`src/rtl/dcache_pkg.sv`:
```
// dcache_pkg: shared definitions for the dcache memory arbiter.
//   ch_state_e            per-channel FSM state
//   DEF_*                 default parameter values for the arbiter and picker
package dcache_pkg;

  localparam int unsigned DEF_ADDR_BITS     = 8;
  localparam int unsigned DEF_DATA_BITS     = 8;
  localparam int unsigned DEF_NUM_CONSUMERS = 8;
  localparam int unsigned DEF_NUM_CHANNELS  = 2;

  typedef enum logic [2:0] {
    CH_IDLE,
    CH_READ_WAIT,
    CH_WRITE_WAIT,
    CH_READ_RELAY,
    CH_WRITE_RELAY
  } ch_state_e;

endpackage

```
`src/rtl/dcache_rr_picker.sv`:
```
// dcache_rr_picker: masked find-first search starting at a pointer, with wrap.
//   req   in  [N]  request vector
//   mask  in  [N]  requests to ignore
//   ptr   in  [W]  index where the search starts
//   idx   out [W]  first unmasked requester at or after ptr (wrapping)
//   found out      an unmasked requester exists
module dcache_rr_picker
  import dcache_pkg::*;
#(
  parameter int unsigned N = DEF_NUM_CONSUMERS,
  localparam int unsigned W = $clog2(N)
) (
  input  logic [N-1:0] req,
  input  logic [N-1:0] mask,
  input  logic [W-1:0] ptr,
  output logic [W-1:0] idx,
  output logic         found
);

  logic [N-1:0] elig;
  int unsigned  cand;
  logic [W-1:0] cand_idx;

  assign elig = req & ~mask;

  always_comb begin
    idx      = '0;
    found    = 1'b0;
    cand     = 0;
    cand_idx = '0;
    for (int unsigned i = 0; i < N; i++) begin
      cand     = (32'(ptr) + i) % N;
      cand_idx = W'(cand);
      if (!found && elig[cand_idx]) begin
        idx   = cand_idx;
        found = 1'b1;
      end
    end
  end

endmodule

```
`src/rtl/dcache_mem_arbiter.sv`:
```
// dcache_mem_arbiter: routes dcache miss/writeback requests from NUM_CONSUMERS
// requesters onto NUM_CHANNELS memory channels, one transaction per channel.
//   clk, reset                    rising-edge clock, async active-low reset
//   consumer_read_*               per-consumer read request / response
//   consumer_write_*              per-consumer write request / response
//   mem_read_*                    per-channel memory read handshake
//   mem_write_*                   per-channel memory write handshake
// Each channel: IDLE -> *_WAIT (memory handshake) -> *_RELAY (consumer
// handshake) -> IDLE. All outputs are registered.
module dcache_mem_arbiter
  import dcache_pkg::*;
#(
  parameter int unsigned ADDR_BITS     = DEF_ADDR_BITS,
  parameter int unsigned DATA_BITS     = DEF_DATA_BITS,
  parameter int unsigned NUM_CONSUMERS = DEF_NUM_CONSUMERS,
  parameter int unsigned NUM_CHANNELS  = DEF_NUM_CHANNELS
) (
  input  logic                                     clk,
  input  logic                                     reset,
  input  logic [NUM_CONSUMERS-1:0]                 consumer_read_valid,
  input  logic [NUM_CONSUMERS-1:0][ADDR_BITS-1:0]  consumer_read_address,
  output logic [NUM_CONSUMERS-1:0]                 consumer_read_ready,
  output logic [NUM_CONSUMERS-1:0][DATA_BITS-1:0]  consumer_read_data,
  input  logic [NUM_CONSUMERS-1:0]                 consumer_write_valid,
  input  logic [NUM_CONSUMERS-1:0][ADDR_BITS-1:0]  consumer_write_address,
  input  logic [NUM_CONSUMERS-1:0][DATA_BITS-1:0]  consumer_write_data,
  output logic [NUM_CONSUMERS-1:0]                 consumer_write_ready,
  output logic [NUM_CHANNELS-1:0]                  mem_read_valid,
  output logic [NUM_CHANNELS-1:0][ADDR_BITS-1:0]   mem_read_address,
  input  logic [NUM_CHANNELS-1:0]                  mem_read_ready,
  input  logic [NUM_CHANNELS-1:0][DATA_BITS-1:0]   mem_read_data,
  output logic [NUM_CHANNELS-1:0]                  mem_write_valid,
  output logic [NUM_CHANNELS-1:0][ADDR_BITS-1:0]   mem_write_address,
  output logic [NUM_CHANNELS-1:0][DATA_BITS-1:0]   mem_write_data,
  input  logic [NUM_CHANNELS-1:0]                  mem_write_ready
);

  localparam int unsigned IW = $clog2(NUM_CONSUMERS);

  ch_state_e                state_q [NUM_CHANNELS];
  ch_state_e                state_d [NUM_CHANNELS];
  logic [IW-1:0]            owner_q [NUM_CHANNELS];
  logic [IW-1:0]            owner_d [NUM_CHANNELS];
  logic [NUM_CONSUMERS-1:0] serving_q, serving_d;
  logic [IW-1:0]            rr_ptr_q, rr_ptr_d;

  logic [NUM_CHANNELS-1:0]                 mrv_d, mwv_d;
  logic [NUM_CHANNELS-1:0][ADDR_BITS-1:0]  mra_d, mwa_d;
  logic [NUM_CHANNELS-1:0][DATA_BITS-1:0]  mwd_d;
  logic [NUM_CONSUMERS-1:0]                crr_d, cwr_d;
  logic [NUM_CONSUMERS-1:0][DATA_BITS-1:0] crd_d;

  logic [NUM_CONSUMERS-1:0] req_any;
  logic                     take [NUM_CHANNELS];
  logic [IW-1:0]            pick [NUM_CHANNELS];
  logic                     any_grant;
  logic [IW-1:0]            top_grant;

  assign req_any = consumer_read_valid | consumer_write_valid;

  // Channels pick in ascending order: each picker sees the serving mask plus
  // every consumer already taken by a lower idle channel this cycle.
  for (genvar ch = 0; ch < NUM_CHANNELS; ch++) begin : g_ch
    logic [NUM_CONSUMERS-1:0] mask_in;
    logic [NUM_CONSUMERS-1:0] mask_out;
    logic [IW-1:0]            idx;
    logic                     found;

    if (ch == 0) begin : g_head
      assign mask_in = serving_q;
    end else begin : g_tail
      assign mask_in = g_ch[ch-1].mask_out;
    end

    dcache_rr_picker #(.N(NUM_CONSUMERS)) u_picker (
      .req   (req_any),
      .mask  (mask_in),
      .ptr   (rr_ptr_q),
      .idx   (idx),
      .found (found)
    );

    assign take[ch]  = found && (state_q[ch] == CH_IDLE);
    assign pick[ch]  = idx;
    assign mask_out  = mask_in | (take[ch] ? (NUM_CONSUMERS'(1) << idx) : '0);
  end

  always_comb begin
    state_d   = state_q;
    owner_d   = owner_q;
    serving_d = serving_q;
    rr_ptr_d  = rr_ptr_q;
    mrv_d     = mem_read_valid;
    mra_d     = mem_read_address;
    mwv_d     = mem_write_valid;
    mwa_d     = mem_write_address;
    mwd_d     = mem_write_data;
    crr_d     = consumer_read_ready;
    crd_d     = consumer_read_data;
    cwr_d     = consumer_write_ready;
    any_grant = 1'b0;
    top_grant = '0;

    for (int unsigned ch = 0; ch < NUM_CHANNELS; ch++) begin
      case (state_q[ch])
        CH_IDLE: begin
          if (take[ch]) begin
            owner_d[ch]         = pick[ch];
            serving_d[pick[ch]] = 1'b1;
            if (!any_grant || (pick[ch] > top_grant)) top_grant = pick[ch];
            any_grant = 1'b1;
            // Reads win when a consumer raises both; the write is picked up
            // by a later grant once the read relay has finished.
            if (consumer_read_valid[pick[ch]]) begin
              state_d[ch] = CH_READ_WAIT;
              mrv_d[ch]   = 1'b1;
              mra_d[ch]   = consumer_read_address[pick[ch]];
            end else begin
              state_d[ch] = CH_WRITE_WAIT;
              mwv_d[ch]   = 1'b1;
              mwa_d[ch]   = consumer_write_address[pick[ch]];
              mwd_d[ch]   = consumer_write_data[pick[ch]];
            end
          end
        end
        CH_READ_WAIT: begin
          if (mem_read_ready[ch]) begin
            mrv_d[ch]          = 1'b0;
            crr_d[owner_q[ch]] = 1'b1;
            crd_d[owner_q[ch]] = mem_read_data[ch];
            state_d[ch]        = CH_READ_RELAY;
          end
        end
        CH_WRITE_WAIT: begin
          if (mem_write_ready[ch]) begin
            mwv_d[ch]          = 1'b0;
            cwr_d[owner_q[ch]] = 1'b1;
            state_d[ch]        = CH_WRITE_RELAY;
          end
        end
        CH_READ_RELAY: begin
          if (!consumer_read_valid[owner_q[ch]]) begin
            crr_d[owner_q[ch]]     = 1'b0;
            serving_d[owner_q[ch]] = 1'b0;
            state_d[ch]            = CH_IDLE;
          end
        end
        CH_WRITE_RELAY: begin
          if (!consumer_write_valid[owner_q[ch]]) begin
            cwr_d[owner_q[ch]]     = 1'b0;
            serving_d[owner_q[ch]] = 1'b0;
            state_d[ch]            = CH_IDLE;
          end
        end
        default: state_d[ch] = CH_IDLE;
      endcase
    end

    if (any_grant) begin
      rr_ptr_d = (top_grant == IW'(NUM_CONSUMERS - 1)) ? '0 : top_grant + 1'b1;
    end
  end

  always_ff @(posedge clk or negedge reset) begin
    if (!reset) begin
      for (int unsigned ch = 0; ch < NUM_CHANNELS; ch++) begin
        state_q[ch] <= CH_IDLE;
        owner_q[ch] <= '0;
      end
      serving_q            <= '0;
      rr_ptr_q             <= '0;
      mem_read_valid       <= '0;
      mem_read_address     <= '0;
      mem_write_valid      <= '0;
      mem_write_address    <= '0;
      mem_write_data       <= '0;
      consumer_read_ready  <= '0;
      consumer_read_data   <= '0;
      consumer_write_ready <= '0;
    end else begin
      state_q              <= state_d;
      owner_q              <= owner_d;
      serving_q            <= serving_d;
      rr_ptr_q             <= rr_ptr_d;
      mem_read_valid       <= mrv_d;
      mem_read_address     <= mra_d;
      mem_write_valid      <= mwv_d;
      mem_write_address    <= mwa_d;
      mem_write_data       <= mwd_d;
      consumer_read_ready  <= crr_d;
      consumer_read_data   <= crd_d;
      consumer_write_ready <= cwr_d;
    end
  end

endmodule

```
`config.mk`:
```
export PLATFORM = sky130hd
export DESIGN_NAME = dcache_mem_arbiter
export DESIGN_NICKNAME = d
export VERILOG_FILES = /design/src/rtl/dcache_pkg.sv /design/src/rtl/dcache_rr_picker.sv /design/src/rtl/dcache_mem_arbiter.sv
export SDC_FILE = /design/constraint.sdc
export NUM_CORES = 1
export LEC_CHECK = 0
export BUFFER_PORTS_ARGS = -buffer_cell sky130_fd_sc_hd__buf_4
export CAP_MARGIN = 30
export CORE_MARGIN = 5
export CORE_UTILIZATION = 49
export CTS_CLUSTER_DIAMETER = 50
export DETAILED_ROUTE_END_ITERATION = 10
export PLACE_DENSITY = 0.75
export SETUP_SLACK_MARGIN = 0.3
export SYNTH_ARGS = -nofsm -noshare
export SYNTH_HDL_FRONTEND = slang
export SYNTH_HIERARCHICAL = 1
export SYNTH_SLANG_ARGS = --single-unit
```
`constraint.sdc`:
```
create_clock -name clk -period 7.4 [get_ports clk]
set_clock_uncertainty 0.2 [all_clocks]
set_input_delay 0.37 -clock clk [delete_from_list [all_inputs] [get_ports clk]]
set_output_delay 0.37 -clock clk [all_outputs]
set_load 0.005 [all_outputs]
```
==> qor.yml, run 1 <==
run_status:
  outcome: "finished clean"
cts:
  htree_num_levels: 4
  clkSinkCount: 155
  clock_latency_ns: 0.44
  path_clk_slew_ns: 0.08
  cts_made_buffers: 17
  cts_tree: "done"
  cts_root_buffer: "clkbuf_16"
  cts.path.max_buffers: 2
setup_path:
  cp-end-kind: "flop"
  cp_max_fo: 6
  r2r_setup_slack_ns: 0.34
  slowest_stage: "dfrtp_2"
  reg2reg_from: "rr_ptr_q[0]"
  slowest_delay_ns: 0.54
  rr_worst_depth: 29
  cp-start-kind: "flop"
  crit_required_ns: 7.52
  cp.arrival_ns: 7.18
  reg2reg_to: "rr_ptr_q[2]"
  cpMostUsedCell: "mux2_4"
  crit_type: "flop to flop"
detailed_routing:
  wl_met1_mm: 17.96
  route.detailed.drc: 0
  highest_layer: "met4"
  routed_wl_mm: 48.84
  met2_length_mm: 24.44
  drt-initial-drc-count: 1339
  wl_per_cell_um: 24.66
  first_pass_iters: 7
  ant_nets: 0
  routed-wl-met3_mm: 3.869
  via_per_inst: 6.337
  vias: 12550
sta:
  tightest_slew_ns: 0.9695
  fin_tns_setup_ns: 0
  rsz0062_at_grt: "true"
  layout_worst_path_cycle_share: 0.9546
  fmax_ghz: 0.1416
  report.final.hold_viol_count: 0
  hold_ws_ns: 0.02142
  slew_headroom: 0.3537
  setup_violations: 0
  min_period_ns: 7.064
  fin_ws_ns: 0.3359
  slew_violations: 0
floorplan:
  rows: 59
  die_x_um: 171.9
  initial_utilization: 0.4960
  ioPinCount: 362
  dieArea_mm2: 0.02957
  core_mm2: 0.02591
  dieHeight_um: 171.9
hold_path:
  min_from: "mem_read_ready[0]"
  whs_endpoint: "mem_read_valid[0]"
  hold_class: "primary input to flop"
  whs_path_depth: 4
synth:
  syn-instance-count: 1233
  ys_seq_elements: 155
  yosysSeqAreaShare: 0.3018
  synth_area_mm2: 0.01285
  synth_edf_count: 0
  yosysWarnings: 6
  netlist-cell-type-count: 81
  avgSynthCellArea_um2: 10.42
  ys.flop_type: "dfrtp_1"
  syn_nets: 1472
  async_flop_share: 1.000
cells_and_area:
  layout.nets: 1869
  mostFrequentLayoutCell: "buf_4"
  drive_gt1_frac: 0.4833
  nFillCells: 2012
  seqCellArea_mm2: 0.003880
  areaGrowthSynthToFinish_pct: 35.80
  multi_input_area_mm2: 0.008785
  mostFrequentLayoutCells: "buf_4, dfrtp_1, nand2_1"
global_route:
  grt_max_degree: 92
  grt.overflow.total: 0
  grt_use_total: 0.3232
  antenna_found_initial: 2
  grt_pass1_vias: 12770
  grt_pass1_wl_mm: 73.86
placement:
  hpwlAfterDp_mm: 37.34
  gp_congestion: 0.9641
  portBuffers: 361
  place_ws_ns: -0.1717
flow_run:
  max_cap_violations: 0
routing by layer:
metal | vias to the layer above | GRT usage
met2 | 743 | 0.5363
met5 | - | 0
li1 | 5487 | -
met4 | 0 | 0.1432
met1 | 6174 | 0.4147
met3 | 143 | 0.06104
logic make-up (layout without fill, tap and decap cells):
| logic type | Yosys count | count (layout) | synth area share |
|---|---|---|---|
| other | 0 | 2 | 0 |
| DFF | 155 | 155 | 0.3018 |
| adders and majority gates | 9 | 9 | 0.008763 |
| and+or+nand+nor | 398 | 398 | 0.1540 |
| muxes | 290 | 290 | 0.3438 |
| buffers and inverters | 115 | 525 | 0.04819 |
| AOI/OAI and AO/OA | 262 | 262 | 0.1395 |
| xor gates and xnor gates | 4 | 4 | 0.003895 |
worst max path at each step:
stage                                        from     endpoint  slack, ns  depth (start not counted)
final                                 rr_ptr_q[0]  rr_ptr_q[2]       0.34                         29
after detailed placement  consumer_write_valid[6]  rr_ptr_q[2]      -0.17                         31
after floorplan           consumer_write_valid[1]  rr_ptr_q[2]       0.31                         31
after CTS                             rr_ptr_q[0]  rr_ptr_q[2]       0.31                         28
after global placement    consumer_write_valid[6]  rr_ptr_q[2]      0.001                         31
after global routing                  rr_ptr_q[2]  rr_ptr_q[2]       0.16                         30
Yosys cell counts, drive strengths merged, types with 8 or more instances:
cell type / n / share of area
nor3b: 8 / 0.0047
or2: 15 / 0.0073
dfrtp: 155 / 0.30
nor2b: 30 / 0.015
a221oi: 9 / 0.0066
mux2: 60 / 0.055
o21ai: 44 / 0.017
mux4: 113 / 0.20
nor3: 12 / 0.0058
nor2: 122 / 0.038
mux2i: 117 / 0.091
nand4: 8 / 0.0039
nand2b: 12 / 0.0058
a21o: 8 / 0.0047
nand2: 126 / 0.038
inv: 14 / 0.0045
ha: 9 / 0.0088
o22ai: 18 / 0.0088
nand3: 18 / 0.0070
clkbuf: 33 / 0.0096
buf: 66 / 0.033
a32oi: 10 / 0.0068
a211oi: 10 / 0.0058
a21oi: 92 / 0.039
a31oi: 12 / 0.0058
and2: 18 / 0.0088
critical path, delay by kind of cell (launching register included):
family | cells | cell delay [ns]
muxes | 6 | 2.23
AOI/OAI and AO/OA | 8 | 1.59
and+or+nand+nor | 6 | 0.88
buffers and inverters | 6 | 0.82
adders and majority gates | 3 | 0.68
DFF | 1 | 0.54
metrics by stage:
stage	cell area [um^2]	std cells	utilization
2_1_floorplan	12930	1233	-
4_1_cts	17000	1960	0.6559
3_5_place_dp	16280	1923	0.6281
6_report	17450	1980	0.6735
5_1_grt	17450	1980	0.6735
3_3_place_gp	16280	1923	0.6281
flip-flops by register name (all words and copies together) (netlist names):
register              count
consumer_read_data       64
mem_read_address         16
mem_write_address        16
mem_write_data           16
consumer_read_ready       8
consumer_write_ready      8
g_ch.mask_in              8
owner_q                   6
state_q                   6
rr_ptr_q                  3
mem_read_valid            2
mem_write_valid           2
layout make-up:
class                   instances  area share
well taps                     335     0.02402
diodes                          2   0.0002868
multi-input cells             963      0.5034
flip-flops and latches        155      0.2223
repair buffers                477      0.2103
clock inverters                15     0.01133
inverters                      16    0.004015
clock buffers                  17     0.02438
what timing repair did:
action / in CTS / in global routing
hold endpoints to repair: 90 / 0
hold buffers: 1 / 0
resized for setup: 15 / 72
endpoints found under the setup margin: 11 / 16
pin swaps: 3 / 18
buffers inserted: 4 / 18
Power of run 1 is left out: the tool's default activity adds up to more than one toggle a clock period on the data nets, which glitch-free logic cannot reach.
==> inputs of run 2 (changes only) <==
RECOVER_POWER = 100   (was default)
==> qor.yml, run 2 (synthesis results as in run 1) <==
global_route:
  grt.overflow.total: 0  # unchanged
  antenna_found_initial: 2  # unchanged
  grt_max_degree: 92  # unchanged
  grt_use_total: 0.3232  # unchanged
  grt_pass1_vias: 12770  # unchanged
  grt_pass1_wl_mm: 73.86  # unchanged
cts:
  path_clk_slew_ns: 0.08  # about the same
  cts_made_buffers: 17  # unchanged
  cts.path.max_buffers: 2  # unchanged
  clock_latency_ns: 0.44  # about the same
  clkSinkCount: 155  # unchanged
  cts_root_buffer: "clkbuf_16"
  cts_tree: "done"
  htree_num_levels: 4  # unchanged
setup_path:
  cp-start-kind: "flop"
  cp-end-kind: "flop"
  cp.arrival_ns: 7.29  # +0.11 ns
  crit_required_ns: 7.52  # about the same
  slowest_stage: "mux4_2"
  slowest_delay_ns: 0.56  # +0.02 ns
  cp_max_fo: 6  # unchanged
  crit_type: "flop to flop"
floorplan:
  dieHeight_um: 171.9  # unchanged
  ioPinCount: 362  # unchanged
  dieArea_mm2: 0.02957  # unchanged
  initial_utilization: 0.4960  # unchanged
  core_mm2: 0.02591  # unchanged
  rows: 59  # unchanged
  die_x_um: 171.9  # unchanged
detailed_routing:
  route.detailed.drc: 0  # unchanged
  wl_per_cell_um: 24.56  # -0.43%
  first_pass_iters: 7  # unchanged
  via_per_inst: 6.334  # about the same
  drt-initial-drc-count: 1308  # -2.3%
  ant_nets: 0  # unchanged
  vias: 12540  # -0.040%
  routed_wl_mm: 48.63  # -0.43%
cells_and_area:
  nFillCells: 2087  # +3.7%
  layout.nets: 1869  # unchanged
  top_register: "consumer_read_data"
  drive_gt1_frac: 0.4315  # -0.05173
  multi_input_area_mm2: 0.008717  # -0.77%
  mostFrequentLayoutCell: "buf_4"
  largest_register_ffs: 64  # unchanged
  mostFrequentLayoutCells: "buf_4, dfrtp_1, nand2_1"
  areaGrowthSynthToFinish_pct: 32.94
  seqCellArea_mm2: 0.003880  # unchanged
sta:
  tightest_slew_ns: 5.410  # +4.440 ns
  setup_violations: 0  # unchanged
  fmax_ghz: 0.1395  # -1.5%
  layout_worst_path_cycle_share: 0.9688  # +0.01423
  rsz0062_at_grt: "true"
  slew_violations: 126  # +126
  fin_ws_ns: 0.2306  # -0.1053 ns
  hold_ws_ns: 0.02503  # +0.003616 ns
  min_period_ns: 7.169  # +0.1053 ns
  report.final.hold_viol_count: 0  # unchanged
  slew_headroom: -2.607  # -2.960
placement:
  gp_congestion: 0.9641  # unchanged
  place_ws_ns: -0.1717  # unchanged
  portBuffers: 361  # unchanged
  hpwlAfterDp_mm: 37.34  # unchanged
run_status:
  violations: "max-capacitance violations, max-slew violations"
  outcome: "complete, but fails checks"
hold_path:
  hold_class: "primary input to flop"
flow_run:
  max_cap_violations: 2  # +2
run 2: through the flow:
step,utilization,instance area (um^2),TNS [ns],std cells
global route,0.6593,17080,0,1980
detailed placement,0.6281,16280,-0.3498,1923
global placement,0.6281,16280,0,1923
CTS,0.6559,17000,0,1960
floorplan,-,12930,0,1233
finish,0.6593,17080,0,1980
run 2: path summary, 6_finish.rpt:
check,from,endpoint,slack [ns],cells past startpoint
max,rr_ptr_q[0],rr_ptr_q[2],0.23,28
min,mem_read_ready[0],mem_read_valid[0],0.03,4
max reg2reg,rr_ptr_q[0],rr_ptr_q[2],0.23,28
min reg2reg,mem_write_valid[1],mem_write_valid[1],0.30,2
max in group asynchronous,reset,rr_ptr_q[0],1.31,2
min in group asynchronous,reset,state_q[5],2.27,2
run 2: layout make-up:
cell class | count | area share
Inverter | 16 | 0.004101
Antenna cell | 2 | 0.0002930
Timing Repair Buffer | 477 | 0.1972
Clock inverter | 15 | 0.01157
Tap cell | 335 | 0.02453
Sequential cell | 155 | 0.2271
Multi-Input combinational cell | 963 | 0.5103
Clock buffer | 17 | 0.02490
run 2: per-layer routing:
layer / up-vias / track usage / routed length (um)
li1: 5486 / - / -
met1: 6168 / 0.4147 / 18210
met2: 732 / 0.5363 / 24290
met3: 156 / 0.06104 / 3609
met4: 0 / 0.1432 / 2514
met5: - / 0 / 0
run 2: timing repair:
| action | in CTS | in global routing |
|---|---|---|
| resized for setup | 15 | 72 |
| endpoints found under the setup margin | 11 | 16 |
| hold buffers | 1 | 0 |
| buffers inserted | 4 | 18 |
| pin swaps | 3 | 18 |
| hold endpoints to repair | 90 | 0 |
run 2: worst max-delay path, delay by kind of cell, from the launching register on:
family	cells	cell delay [ns]
AO/OA/AOI/OAI	8	1.75
flip-flops	1	0.51
multiplexers	6	2.26
buffers and inverters	6	0.85
adder cells (fa/ha/maj)	3	0.73
AND/OR/NAND/NOR	5	0.79
Power of run 2 is left out for the same reason.
==> inputs of run 3 (changes only) <==
CORE_ASPECT_RATIO = 0.6   (was default)
==> qor.yml, run 3 (synthesis results as in run 1) <==
run_status:
  outcome: "complete, but fails checks"
  violations: "max-capacitance violations, max-slew violations"
detailed_routing:
  vias: 12530  # -0.080%
  via_per_inst: 6.307  # -0.43%
  routed_wl_mm: 50.98  # +4.8%
  ant_nets: 0  # unchanged
  drt-initial-drc-count: 1445  # +10%
  route.detailed.drc: 0  # unchanged
  wl_per_cell_um: 25.66  # +4.5%
  first_pass_iters: 7  # unchanged
cells_and_area:
  top_register: "consumer_read_data"
  mostFrequentLayoutCell: "buf_4"
  mostFrequentLayoutCells: "buf_4, dfrtp_1, nand2_1"
  largest_register_ffs: 64  # unchanged
  drive_gt1_frac: 0.4336  # +0.002111
  seqCellArea_mm2: 0.003880  # unchanged
  areaGrowthSynthToFinish_pct: 33.71
  final_cells: 1987  # +0.35%
  layout.nets: 1861  # -0.43%
  nFillCells: 2112  # +1.2%
  multi_input_area_mm2: 0.008853  # +1.6%
  diodes: 0  # -2
cts:
  cts_made_buffers: 17  # unchanged
  htree_num_levels: 4  # unchanged
  cts_root_buffer: "clkbuf_16"
  path_clk_slew_ns: 0.07  # about the same
  clkSinkCount: 155  # unchanged
  cts_tree: "done"
  clock_latency_ns: 0.45  # about the same
  cts.path.max_buffers: 2  # unchanged
floorplan:
  ioPinCount: 362  # unchanged
  dieArea_mm2: 0.02967  # +0.36%
  die_x_um: 219.1  # +27%
  rows: 45  # -24%
  dieHeight_um: 135.4  # -21%
  initial_utilization: 0.5027  # +0.006773
  core_mm2: 0.02556  # -1.3%
setup_path:
  crit_required_ns: 7.54  # +0.02 ns
  cp.arrival_ns: 7.28  # about the same
  cp-start-kind: "flop"
  crit_type: "flop to flop"
  cp-end-kind: "flop"
  cp_max_fo: 6  # unchanged
sta:
  rsz0062_at_grt: "true"
  fmax_ghz: 0.1399  # +0.32%
  layout_worst_path_cycle_share: 0.9658  # -0.003078
  fin_tns_setup_ns: 0  # unchanged
  tightest_slew_ns: 4.868  # -0.5418 ns
  min_period_ns: 7.147  # -0.02277 ns
  setup_violations: 0  # unchanged
  report.final.hold_viol_count: 0  # unchanged
  slew_violations: 232  # +84%
  slew_headroom: -2.245  # +0.3612
global_route:
  grt_pass1_wl_mm: 75.27  # +1.9%
  grt_use_total: 0.3347  # +0.01152
  grt.overflow.total: 0  # unchanged
  grt_max_degree: 87  # -5.4%
  antenna_found_initial: 1  # -1
  grt_pass1_vias: 12420  # -2.8%
placement:
  gp_congestion: 1.023  # +6.1%
  portBuffers: 361  # unchanged
  dp.cells: 1922  # -0.052%
  hpwlAfterDp_mm: 40.01  # +7.2%
hold_path:
  hold_class: "primary input to flop"
flow_run:
  max_cap_violations: 4  # +2
-- run 3: cell count changes in the layout (fill, tap and decap cells not counted), sizes merged --
| cell | change |
|---|---|
| clkinv | -1 |
| diode | -2 |
| clkbuf | -5 |
| clkinvlp | +3 |
| buf | -1 |
| inv | -4 |
-- run 3: worst paths after layout --
kind / from / end / slack (ns) / depth (start not counted)
worst max-delay path: rr_ptr_q[0] / rr_ptr_q[2] / 0.25 / 27
worst min-delay path: mem_read_ready[0] / mem_read_valid[0] / 0.02 / 4
worst max register to register: rr_ptr_q[0] / rr_ptr_q[2] / 0.25 / 27
worst min register to register: mem_write_valid[1] / mem_write_valid[1] / 0.31 / 2
max in group asynchronous: reset / consumer_read_ready[2] / 1.42 / 3
min in group asynchronous: reset / mem_write_data[3] / 2.06 / 2
-- run 3: layer usage --
metal / GRT usage / share of wire / up-vias
li1: - / - / 5477
met1: 0.4960 / 0.43 / 6262
met2: 0.4724 / 0.43 / 734
met3: 0.1280 / 0.12 / 59
met4: 0.05856 / 0.014 / 0
met5: 0 / 0 / -
-- run 3: critical path, stage by stage (launching register included) --
cell      delay [ns]
dfrtp_1         0.55
inv_4           0.08
buf_12          0.15
mux2_4          0.32
mux4_2          0.53
a41oi_4         0.33
buf_6           0.16
nand2_2         0.08
o21a_1          0.23
a31oi_4         0.31
nor2b_4         0.23
a21o_1          0.19
nor2b_4         0.09
mux2_4          0.27
mux4_2          0.51
a41oi_4         0.30
buf_6           0.16
o2111a_1        0.24
a311oi_2        0.06
buf_4           0.16
nor3_4          0.23
ha_4            0.25
a32oi_4         0.28
o21ai_2         0.12
mux2_4          0.34
ha_4            0.17
ha_4            0.22
mux2_4          0.26
-- run 3: timing repair --
| action | in CTS | in global routing |
|---|---|---|
| hold buffers | 1 | 0 |
| setup buffers | 9 | 21 |
| cloned | 0 | 2 |
| setup endpoints to repair | 17 | 33 |
| resized for setup | 29 | 81 |
| pin swaps | 6 | 26 |
| endpoints found under the hold margin | 85 | 0 |
-- run 3: cell type report --
type,instances,share of cell area
multi-input combinational,963,0.5153
tap,352,0.02563
timing repair buffer,469,0.1975
clock buffer,19,0.02578
clock inverter,13,0.006262
inverter,16,0.003787
sequential,155,0.2258
-- run 3: stage by stage --
stage,cell area [um^2],worst slack [ns],utilization,hold slack [ns]
after global placement,16160,-0.05504,0.6322,0.2875
after floorplan,12930,0.3079,-,-0.1256
after CTS,16900,0.3022,0.6610,0.001913
after global routing,17180,0.09870,0.6722,0.03928
after detailed placement,16160,-0.2084,0.6322,0.2823
final,17180,0.2534,0.6722,0.01773
Power of run 3 is left out for the same reason.
